## config.mk

```make
export PLATFORM = sky130hd
export DESIGN_NAME = wb_master_ctrl
export DESIGN_NICKNAME = d
export VERILOG_FILES = /design/src/rtl/wb_master_pkg.sv /design/src/rtl/wb_timeout_cnt.sv /design/src/rtl/wb_master_ctrl.sv
export SDC_FILE = /design/constraint.sdc
export NUM_CORES = 1
export LEC_CHECK = 0
export BUFFER_PORTS_ARGS = -buffer_cell sky130_fd_sc_hd__clkbuf_2
export CAP_MARGIN = 20
export CELL_PAD_IN_SITES_DETAIL_PLACEMENT = 1
export CELL_PAD_IN_SITES_GLOBAL_PLACEMENT = 1
export CORE_UTILIZATION = 33
export CTS_CLUSTER_SIZE = 24
export DETAILED_ROUTE_END_ITERATION = 8
export PLACE_DENSITY_LB_ADDON = 0.1
export SYNTH_ARGS = -nofsm -noshare
export SYNTH_HDL_FRONTEND = slang
export SYNTH_SLANG_ARGS = --single-unit
```

## constraint.sdc

```tcl
create_clock -name clk -period 1.5 [get_ports clk]
set_clock_uncertainty 0.15 [all_clocks]
set_input_delay 0.075 -clock clk [delete_from_list [all_inputs] [get_ports clk]]
set_output_delay 0.075 -clock clk [all_outputs]
set_load 0.01 [all_outputs]
```

## src/rtl/wb_master_pkg.sv

```systemverilog
// Shared types and defaults for the Wishbone classic initiator.
// Consumed by wb_master_ctrl and wb_timeout_cnt.
package wb_master_pkg;

  localparam int unsigned WbAdrWidthDef    = 32;
  localparam int unsigned WbDatWidthDef    = 32;
  localparam int unsigned TimeoutCyclesDef = 16;

  typedef enum logic [1:0] {
    StIdle = 2'd0,
    StBus  = 2'd1,
    StResp = 2'd2
  } wb_state_e;

  function automatic int unsigned cnt_width(input int unsigned n);
    return (n > 1) ? $clog2(n) : 1;
  endfunction

endpackage

```

## src/rtl/wb_timeout_cnt.sv

```systemverilog
// Bus-cycle watchdog: counts cycles without ack, flags the last allowed cycle.
// Only instantiated when WB_MASTER_TIMEOUT_EN is defined.
module wb_timeout_cnt
  import wb_master_pkg::*;
#(
  parameter int unsigned TIMEOUT_CYCLES = TimeoutCyclesDef
) (
  input  logic clk,
  input  logic rst,
  input  logic i_clr,
  input  logic i_en,
  output logic o_tc
);

  localparam int unsigned      CntW    = cnt_width(TIMEOUT_CYCLES);
  localparam logic [CntW-1:0] LastCnt = CntW'(TIMEOUT_CYCLES - 1);

  logic [CntW-1:0] r_cnt;

  // Saturates at the terminal count so the flag cannot wrap back to zero.
  always_ff @(posedge clk) begin
    if (!rst) begin
      r_cnt <= '0;
    end else if (i_clr) begin
      r_cnt <= '0;
    end else if (i_en && (r_cnt != LastCnt)) begin
      r_cnt <= r_cnt + 1'b1;
    end
  end

  assign o_tc = (r_cnt == LastCnt);

endmodule

```

## src/rtl/wb_master_ctrl.sv

```systemverilog
// Wishbone classic initiator: one bus cycle per valid/ready command, result on a response port.
// Optional ack watchdog enabled by defining WB_MASTER_TIMEOUT_EN.
module wb_master_ctrl
  import wb_master_pkg::*;
#(
  parameter int unsigned wb_adr_width   = WbAdrWidthDef,
  parameter int unsigned wb_dat_width   = WbDatWidthDef,
  parameter int unsigned TIMEOUT_CYCLES = TimeoutCyclesDef
) (
  input  logic                      clk,
  input  logic                      rst,
  input  logic                      cmd_valid,
  output logic                      cmd_ready,
  input  logic                      cmd_we,
  input  logic [wb_adr_width-1:0]   cmd_adr,
  input  logic [wb_dat_width-1:0]   cmd_dat,
  input  logic [wb_dat_width/8-1:0] cmd_sel,
  output logic                      rsp_valid,
  input  logic                      rsp_ready,
  output logic [wb_dat_width-1:0]   rsp_dat,
  output logic                      rsp_err,
  output logic [wb_adr_width-1:0]   wb_adr_o,
  output logic [wb_dat_width-1:0]   wb_dat_o,
  output logic [wb_dat_width/8-1:0] wb_sel_o,
  output logic                      wb_we_o,
  output logic                      wb_cyc_o,
  output logic                      wb_stb_o,
  input  logic [wb_dat_width-1:0]   wb_dat_i,
  input  logic                      wb_ack_i
);

  wb_state_e                 r_state, w_state_next;
  logic [wb_adr_width-1:0]   r_wb_adr;
  logic [wb_dat_width-1:0]   r_wb_dat;
  logic [wb_dat_width/8-1:0] r_wb_sel;
  logic                      r_wb_we;
  logic                      r_wb_cyc;
  logic                      r_rsp_valid;
  logic                      r_rsp_err;
  logic [wb_dat_width-1:0]   r_rsp_dat;

  logic w_accept;
  logic w_in_bus;
  logic w_timeout;
  logic w_bus_done;

  assign cmd_ready  = (r_state == StIdle);
  assign w_accept   = cmd_valid & cmd_ready;
  assign w_in_bus   = (r_state == StBus);
  assign w_bus_done = w_in_bus & (wb_ack_i | w_timeout);

`ifdef WB_MASTER_TIMEOUT_EN
  logic w_tc;

  wb_timeout_cnt #(
    .TIMEOUT_CYCLES(TIMEOUT_CYCLES)
  ) u_timeout_cnt (
    .clk  (clk),
    .rst  (rst),
    .i_clr(w_accept),
    .i_en (w_in_bus & ~wb_ack_i),
    .o_tc (w_tc)
  );

  assign w_timeout = w_tc;
`else
  assign w_timeout = 1'b0;
`endif

  always_ff @(posedge clk) begin
    if (!rst) begin
      r_state <= StIdle;
    end else begin
      r_state <= w_state_next;
    end
  end

  always_comb begin
    w_state_next = r_state;
    unique case (r_state)
      StIdle:  if (w_accept)   w_state_next = StBus;
      StBus:   if (w_bus_done) w_state_next = StResp;
      StResp:  if (rsp_ready)  w_state_next = StIdle;
      default: w_state_next = StIdle;
    endcase
  end

  // An ack on the terminal-count cycle wins, so the error flag is simply "no ack".
  always_ff @(posedge clk) begin
    if (!rst) begin
      r_wb_adr    <= '0;
      r_wb_dat    <= '0;
      r_wb_sel    <= '0;
      r_wb_we     <= 1'b0;
      r_wb_cyc    <= 1'b0;
      r_rsp_valid <= 1'b0;
      r_rsp_err   <= 1'b0;
      r_rsp_dat   <= '0;
    end else begin
      unique case (r_state)
        StIdle: begin
          if (w_accept) begin
            r_wb_adr <= cmd_adr;
            r_wb_dat <= cmd_dat;
            r_wb_sel <= cmd_sel;
            r_wb_we  <= cmd_we;
            r_wb_cyc <= 1'b1;
          end
        end
        StBus: begin
          if (w_bus_done) begin
            r_wb_cyc    <= 1'b0;
            r_rsp_valid <= 1'b1;
            r_rsp_err   <= ~wb_ack_i;
            r_rsp_dat   <= (wb_ack_i && !r_wb_we) ? wb_dat_i : '0;
          end
        end
        StResp: begin
          if (rsp_ready) r_rsp_valid <= 1'b0;
        end
        default: ;
      endcase
    end
  end

  assign wb_adr_o  = r_wb_adr;
  assign wb_dat_o  = r_wb_dat;
  assign wb_sel_o  = r_wb_sel;
  assign wb_we_o   = r_wb_we;
  assign wb_cyc_o  = r_wb_cyc;
  assign wb_stb_o  = r_wb_cyc;
  assign rsp_valid = r_rsp_valid;
  assign rsp_err   = r_rsp_err;
  assign rsp_dat   = r_rsp_dat;

endmodule

```

; ---- Word level (Yosys, flattened, before mapping)
; Index checks and enable logic that the tools add are counted.
[classes]
n_addsub = 0
n_mul = 0
n_div = 0
n_lt_le_gt_ge = 0
eq_ne = 5
shifts = 0
mux = 11
n_bitwise = 3
reduce_logical = 10
[ops]
columns = cell, n
row1 = two-way mux 32 bit, 1
row2 = AND reduction 3 bit, 3
row3 = two-way mux 2 bit, 3
row4 = case mux 2 bit (3 select lines), 1
row5 = two-way mux 1 bit, 4
row6 = inequality test 2 x 1 -> 1 bit (second input constant), 2
row7 = case mux 1 bit (2 select lines), 2
row8 = AND reduction 2 bit, 2
row9 = nonzero test 2 bit, 2
row10 = bitwise AND 1 bit, 2
row11 = == test 2 x 1 -> 1 bit (second input constant), 1
row12 = == test 2 bit (second input constant), 1
row13 = logical NOT 2 bit, 1
row14 = inequality test 2 bit (second input constant), 1
row15 = logical AND 1 bit, 1
row16 = logical NOT 1 bit, 1
row17 = inverter 1 bit, 1
[totals]
regBits = 106
latchBits = 0
mem_bits_rw = 0
romBits = 0
inputBits = 106
out_inout_bits = 106
wordCells = 38
mem_count = 0

; ---- Longest topological paths before layout
; Gate-level depths: netlist of run 1.
[logic_depth]
ltp_word = 4
depth_mapped = 5
depth_no_buf = 2

; ---- Worst setup path after synthesis of run 1
; Ideal clock, no wire load.
[synth_timing]
path_type = register to register
startpoint = register r_state[1]
endpoint = register r_state[1]
setup_ps = 115
t_arrival_ps = 996
t_required_ps = 1235
path_slack_ps = 240
path_stages_with_launch = 5
n_path_buf = 2
period_less_slack_ps = 1260
path_cell_list = dfxtp_1 and3b_1 buf_6 buf_6 o21a_1
[synth_between]
elab_chain_len = 4
elab_cells_between_ends = 10
cone_classes = 5 x eq/ne / 1 x mux / 2 x bitwise / 2 x reduce/logical
[synth_lines]
columns = element, line_no
row1 = start: declaration, wb_master_ctrl.sv:32  ; wb_state_e r_state, w_state_next;
row2 = start signal: assignment, wb_master_ctrl.sv:72  ; r_state <= StIdle;
row3 = start signal: assignment, wb_master_ctrl.sv:74  ; r_state <= w_state_next;
row4 = == test 2 x 1 -> 1 bit or logical NOT 2 bit (tied branches), "wb_master_ctrl.sv:49, wb_master_ctrl.sv:80, wb_master_ctrl.sv:47"
row5 = bitwise AND 1 bit (on tied branches), "wb_master_ctrl.sv:50, wb_master_ctrl.sv:48"
row6 = inequality test 2 x 1 -> 1 bit (no line), --
row7 = AND reduction 3 bit (no line), --
; Several ways; a longest one is shown, not always the timed one.
; A chain may end at the register's enable or synchronous reset.

; ---- Worst setup path after layout of run 1
[layout_timing]
startpoint = register r_state[1]
endpoint = register r_wb_sel[0] (netlist: wb_sel_o[0])
[layout_between]
elab_chain_len = 3
[layout_lines]
columns = element, line_no
row1 = logical NOT 2 bit *, "wb_master_ctrl.sv:47, wb_master_ctrl.sv:100"
row2 = bitwise AND 1 bit, wb_master_ctrl.sv:48  ; assign w_accept = cmd_valid & cmd_ready;
row3 = AND reduction 2 bit (no line) *, --
row4 = end signal: assignment, wb_master_ctrl.sv:105  ; r_wb_sel <= cmd_sel;
row5 = end: declaration, wb_master_ctrl.sv:35  ; logic [wb_dat_width/8-1:0] r_wb_sel;
; Mark *: on every way between the ends. The rest lies on a longest branch, timed or not.

==> results.cfg, run 1 <==
[logic_synthesis]
synth_cell_types = 17
synth_seq_cells = 106
syn_avg_cell_area_sq_um = 9.42
syn_inst = 465
synthesis.area_sq_um = 4380
synth.area.top_cells = dfxtp_1 (48%), mux2i_1 (23%), nand2_1 (15%), nand3b_1 (5.5%), buf_6 (3.1%)
synth_area_leader_cell = dfxtp_1
ys_seq_area_frac = 0.484
yosysTopAreaCellShare = 0.484
ys_warn_count = 0
synthesis.nets = 571

[power_and_ir_drop]
switchingPower_mw = 1.78
leakage_nw = 3.37
p_comb_frac = 0.180
sw_frac_of_total = 0.242
pwr-share-seq = 0.422
clkPwrFrac = 0.397
pwr_density_cell_nw_per_um2 = 1020
power.internal_mw = 5.56
ir_worst_vdd_mv = 0.440

[clocking]
cts_buffers = 9
cts.sinks = 106
clkSlewWorstSetupHoldPaths_ns = 0.07
clock_tree.buffer_depth = 2
root_buffer = clkbuf_16
clk_latency_ns = 0.34
cts_tree = done
h-tree-depth = 3

[route]
drt_iter0_drc = 135
vias = 4374
via_per_inst = 4.56
ant_nets = 0
drc_errors = 0
dr.pass1.iters = 4
wl_per_cell_um = 15.0
wl_um = 14400

[worst_setup_path]
startpoint_type = flip-flop
cp_data_arrival_time_ns = 1.54
critPathMaxStageDelay_ns = 0.33
slowest_stage = dfxtp_1
cp_data_required_time_ns = 1.61
cp_common_cell = buf_12
path_max_fanout = 17
crit_path_end_kind = flip-flop
critical_path_class = reg -> reg
crit_chain = nor3b_2, buf_12, buf_12, mux2i_1
worstPathBufferInverterCount = 2
cp_top_family = buffers and inverters

[sta]
post-route-min-period_ns = 1.43
final_hold_viol_count = 0
maxClockFrequency_mhz = 700
setup_tns_ns = 0
slew_headroom = 0.557
drv_slew = 0
fin_crit_sh = 0.952
worst_pin_slew_ns = 0.664
setup-violations-final = 0

[floorplanning]
design.die.area_sq_um = 13700
start_util = 0.343
design.core.area_sq_um = 12800
fp.dieW_um = 117
io_pins = 212
die_y_um = 117
rows = 41

[run_status]
run_status = complete, no violations

[grt]
grt_pass1_wl_um = 21600
gr-usage-all-layers = 0.204
grt_overflow = 0
grt_pass1_vias = 4508
antenna_found_initial = 0
grt_max_degree = 48

[placement]
hpwl_um = 8870
gp_congestion = 0.703
io_buffer_count = 211
postPlaceCellArea_sq_um = 5670

[final_layout]
final_nets = 888
num_antenna_cells = 0
final_area_sq_um = 7180
drive_above_1_share = 0.321
syn_to_final_growth_pct = 63.9

[job]
drv_cap = 0

[worst_hold_path]
hp-class = in -> reg
==> path summary, 6_finish.rpt <==
path	startpoint	end	slack [ns]	depth (start not counted)
max	r_state[1]	wb_sel_o[0]	0.07	4
min	rst	r_state[1]	0.06	3
max reg2reg	r_state[1]	wb_sel_o[0]	0.07	4
min reg2reg	rsp_err	rsp_err	0.30	2
==> cells in the mapped netlist (all sizes together) <==
cell / instances
o2bb2ai: 1
nand2: 172
nor2: 2
nor3b: 2
o21a: 1
dfxtp: 106
buf: 24
clkbuf: 15
nor2b: 1
a21oi: 2
mux2i: 101
and3b: 2
nor4b: 1
nand2b: 3
nand3b: 32
==> routing by layer <==
metal,GRT usage,vias to the layer above,share of wire
met2,0.384,135,0.52
met5,0,-,0
li1,-,2149,-
met1,0.216,2062,0.40
met3,0.0499,28,0.055
met4,0.0852,0,0.029
==> logic make-up (layout without fill, tap and decap cells) <==
group,Yosys count,count (layout),share of synthesized area
AOI/OAI and AO/OA,4,4,0.00600
buffers and inverters,39,361,0.0597
DFF,106,106,0.484
muxes,101,101,0.231
and+or+nand+nor,215,215,0.219
==> worst reg2reg max path, stage by stage, from the launching register on <==
cell and delay, ns:
dfxtp_1 0.33, nor3b_2 0.26, buf_12 0.20, buf_12 0.19
mux2i_1 0.23
==> repair_timing <==
item                                    in CTS  in global routing
endpoints found under the setup margin       0                 15
endpoints found under the hold margin      104                  0
hold buffers                               109                  0
buffers inserted                             0                  6
gates resized for setup                      0                  2
==> flip-flops by register name, indices dropped and copies added (netlist names) <==
name	count
rsp_dat	32
wb_adr_o	32
wb_dat_o	32
wb_sel_o	4
r_state	2
rsp_err	1
rsp_valid	1
wb_cyc_o	1
wb_we_o	1
==> layout by cell type, fill, tap and decap left out, drive strengths merged <==
cell and count:
nor4b 1, nand2 172, buf 26, nand3b 32, clkinv 1, nor3b 2, nand2b 3, mux2i 101
dfxtp 106, nor2 2, dlymetal6s4s 2, o2bb2ai 1, dlygate4sd3 107, nor2b 1, clkbuf 221, and3b 2
o21a 1, bufinv 4, a21oi 2
==> power by group through the flow <==
stage	combinational, mW	sequential, mW	clock [mW]
after detailed placement	1.06	3.16	0
after floorplan	0.514	3.23	0
after global placement	1.03	3.15	0
after CTS	1.30	3.10	2.97
final	1.32	3.10	2.91
after global routing	1.43	3.12	3.10
==> per-stage QoR <==
step / utilization / hold WS (ns) / std cells / setup slack, ns / total power, mW
after floorplan: - / 0.0671 / 465 / 0.240 / 3.74
after global routing: 0.562 / 0.0604 / 959 / -0.00152 / 7.65
after CTS: 0.558 / 0.0448 / 953 / 0.0231 / 7.36
after global placement: 0.444 / 0.156 / 828 / 0.117 / 4.18
final: 0.562 / 0.0551 / 959 / 0.0718 / 7.33
after detailed placement: 0.444 / 0.165 / 828 / 0.0327 / 4.22
==> area by class of cell <==
type,count,area [sq um]
Clock buffer,11,243
Fill cell,1503,5590
Multi-Input combinational cell,320,2000
Tap cell,172,215
Sequential cell,106,2120
Clock inverter,5,125
Timing Repair Buffer,345,2470
No activity file was read; power rests on OpenSTA's default activity.
==> run 2: changes to the inputs <==
- BUFFER_PORTS_ARGS: -buffer_cell sky130_fd_sc_hd__clkbuf_2 -> unset
- CORE_ASPECT_RATIO: unset -> 1.1
- CORE_UTILIZATION: 33 -> 45
- DONT_BUFFER_PORTS: unset -> 1
==> run 2 against run 1 <==
  * The run now fails in 4_1_cts
  * Synthesized cell count stayed put
  * Area after synthesis is the same
==> results.cfg, run 2 <==
[run_status]
run_status = stopped before the end
haltStage = 4_1_cts
error_line = [ERROR RSZ-0060] Max buffer count reached.

[logic_synthesis]
synth_ff_type = dfxtp_1
synth_cell_types = 17
synth_seq_cells = 106
synth_most_common_cell = nand2_1
async_reset_ff_frac = 0
yosysTopAreaCellShare = 0.484
syn_inst = 465
synthesis.area_sq_um = 4380
ys_warn_count = 0
ys_seq_area_frac = 0.484
syn_avg_cell_area_sq_um = 9.42
synthesis.nets = 571
synth.area.top_cells = dfxtp_1 (48%), mux2i_1 (23%), nand2_1 (15%), nand3b_1 (5.5%), buf_6 (3.1%)
ys_top_cells_by_count = nand2_1 (172), dfxtp_1 (106), mux2i_1 (101)
synth_area_leader_cell = dfxtp_1
synth_edf_count = 0

[floorplanning]
fp.dieW_um = 96.1
start_util = 0.466
rows = 37
io_pins = 212
die_y_um = 105

[clocking]
cts_setup_buffers = 0
cts_buffers = 9
h-tree-depth = 3
hold_buffers = 115
root_buffer = clkbuf_8
clock_tree.buffer_depth = 2
cts-resized-gates = 1
cts.sinks = 106

[placement]
hpwl_um = 6990
gp_congestion = 0.707
io_buffer_count = 0
postPlaceCellArea_sq_um = 4420
[run 2: cell counts after synthesis]
No cell type changed its count.
[run 2: cell families after synthesis]
logic type / after synthesis / synth area share
DFF: 106 / 0.484
AOI/OAI and AO/OA: 4 / 0.00600
and+or+nand+nor: 215 / 0.219
buffers and inverters: 39 / 0.0597
muxes: 101 / 0.231
[run 2: per-stage QoR]
step	worst slack, ns	utilization	std cells	TNS [ns]
after floorplan	0.240	-	465	0
after detailed placement	-0.00851	0.470	554	-0.0115
after global placement	0.0719	0.470	554	0
==> run 3: changes to the inputs <==
- CELL_PAD_IN_SITES_DETAIL_PLACEMENT: 1 -> unset
- CELL_PAD_IN_SITES_GLOBAL_PLACEMENT: 1 -> unset
- CORE_ASPECT_RATIO: 1.1 -> unset
- CORE_UTILIZATION: 45 -> 40
- CTS_CLUSTER_SIZE: 24 -> unset
- PLACE_DENSITY_LB_ADDON: 0.1 -> 0.15
==> run 3 against run 2 <==
  * The flow again stops in 4_1_cts
  * Area after synthesis unchanged
  * Synthesized cell count unchanged
==> results.cfg, run 3 <==
[run_status]
run_status = stopped before the end
haltStage = 4_1_cts
error_line = [ERROR RSZ-0060] Max buffer count reached.

[logic_synthesis]
synth_most_common_cell = nand2_1
syn_inst = 465
synth_ff_type = dfxtp_1
synth_edf_count = 0
ys_top_cells_by_count = nand2_1 (172), dfxtp_1 (106), mux2i_1 (101)
synth.area.top_cells = dfxtp_1 (48%), mux2i_1 (23%), nand2_1 (15%), nand3b_1 (5.5%), buf_6 (3.1%)
synthesis.area_sq_um = 4380
synthesis.nets = 571
synth_seq_cells = 106
syn_avg_cell_area_sq_um = 9.42
synth_area_leader_cell = dfxtp_1
ys_seq_area_frac = 0.484
yosysTopAreaCellShare = 0.484
async_reset_ff_frac = 0
synth_cell_types = 17
ys_warn_count = 0

[floorplanning]
die_y_um = 107
rows = 37
start_util = 0.419
io_pins = 212
fp.dieW_um = 107

[clocking]
cts-resized-gates = 0
clock_tree.buffer_depth = 2
h-tree-depth = 3
root_buffer = clkbuf_8
hold_buffers = 119
cts_buffers = 9
cts_setup_buffers = 0
cts.sinks = 106

[placement]
io_buffer_count = 0
hpwl_um = 6410
postPlaceCellArea_sq_um = 4460
dp.cells = 574
gp_congestion = 0.696
[run 3: cell counts after synthesis]
Identical to the previous run, type by type.
[run 3: cell families after synthesis]
logic type             Yosys count  share of synthesized area
AOI/OAI and AO/OA                4                    0.00600
DFF                            106                      0.484
muxes                          101                      0.231
and+or+nand+nor                215                      0.219
buffers and inverters           39                     0.0597
[run 3: through the flow]
| stage | utilization | setup slack (ns) |
|---|---|---|
| after detailed placement | 0.426 | 0.0440 |
| after global placement | 0.426 | 0.111 |
| after floorplan | - | 0.240 |
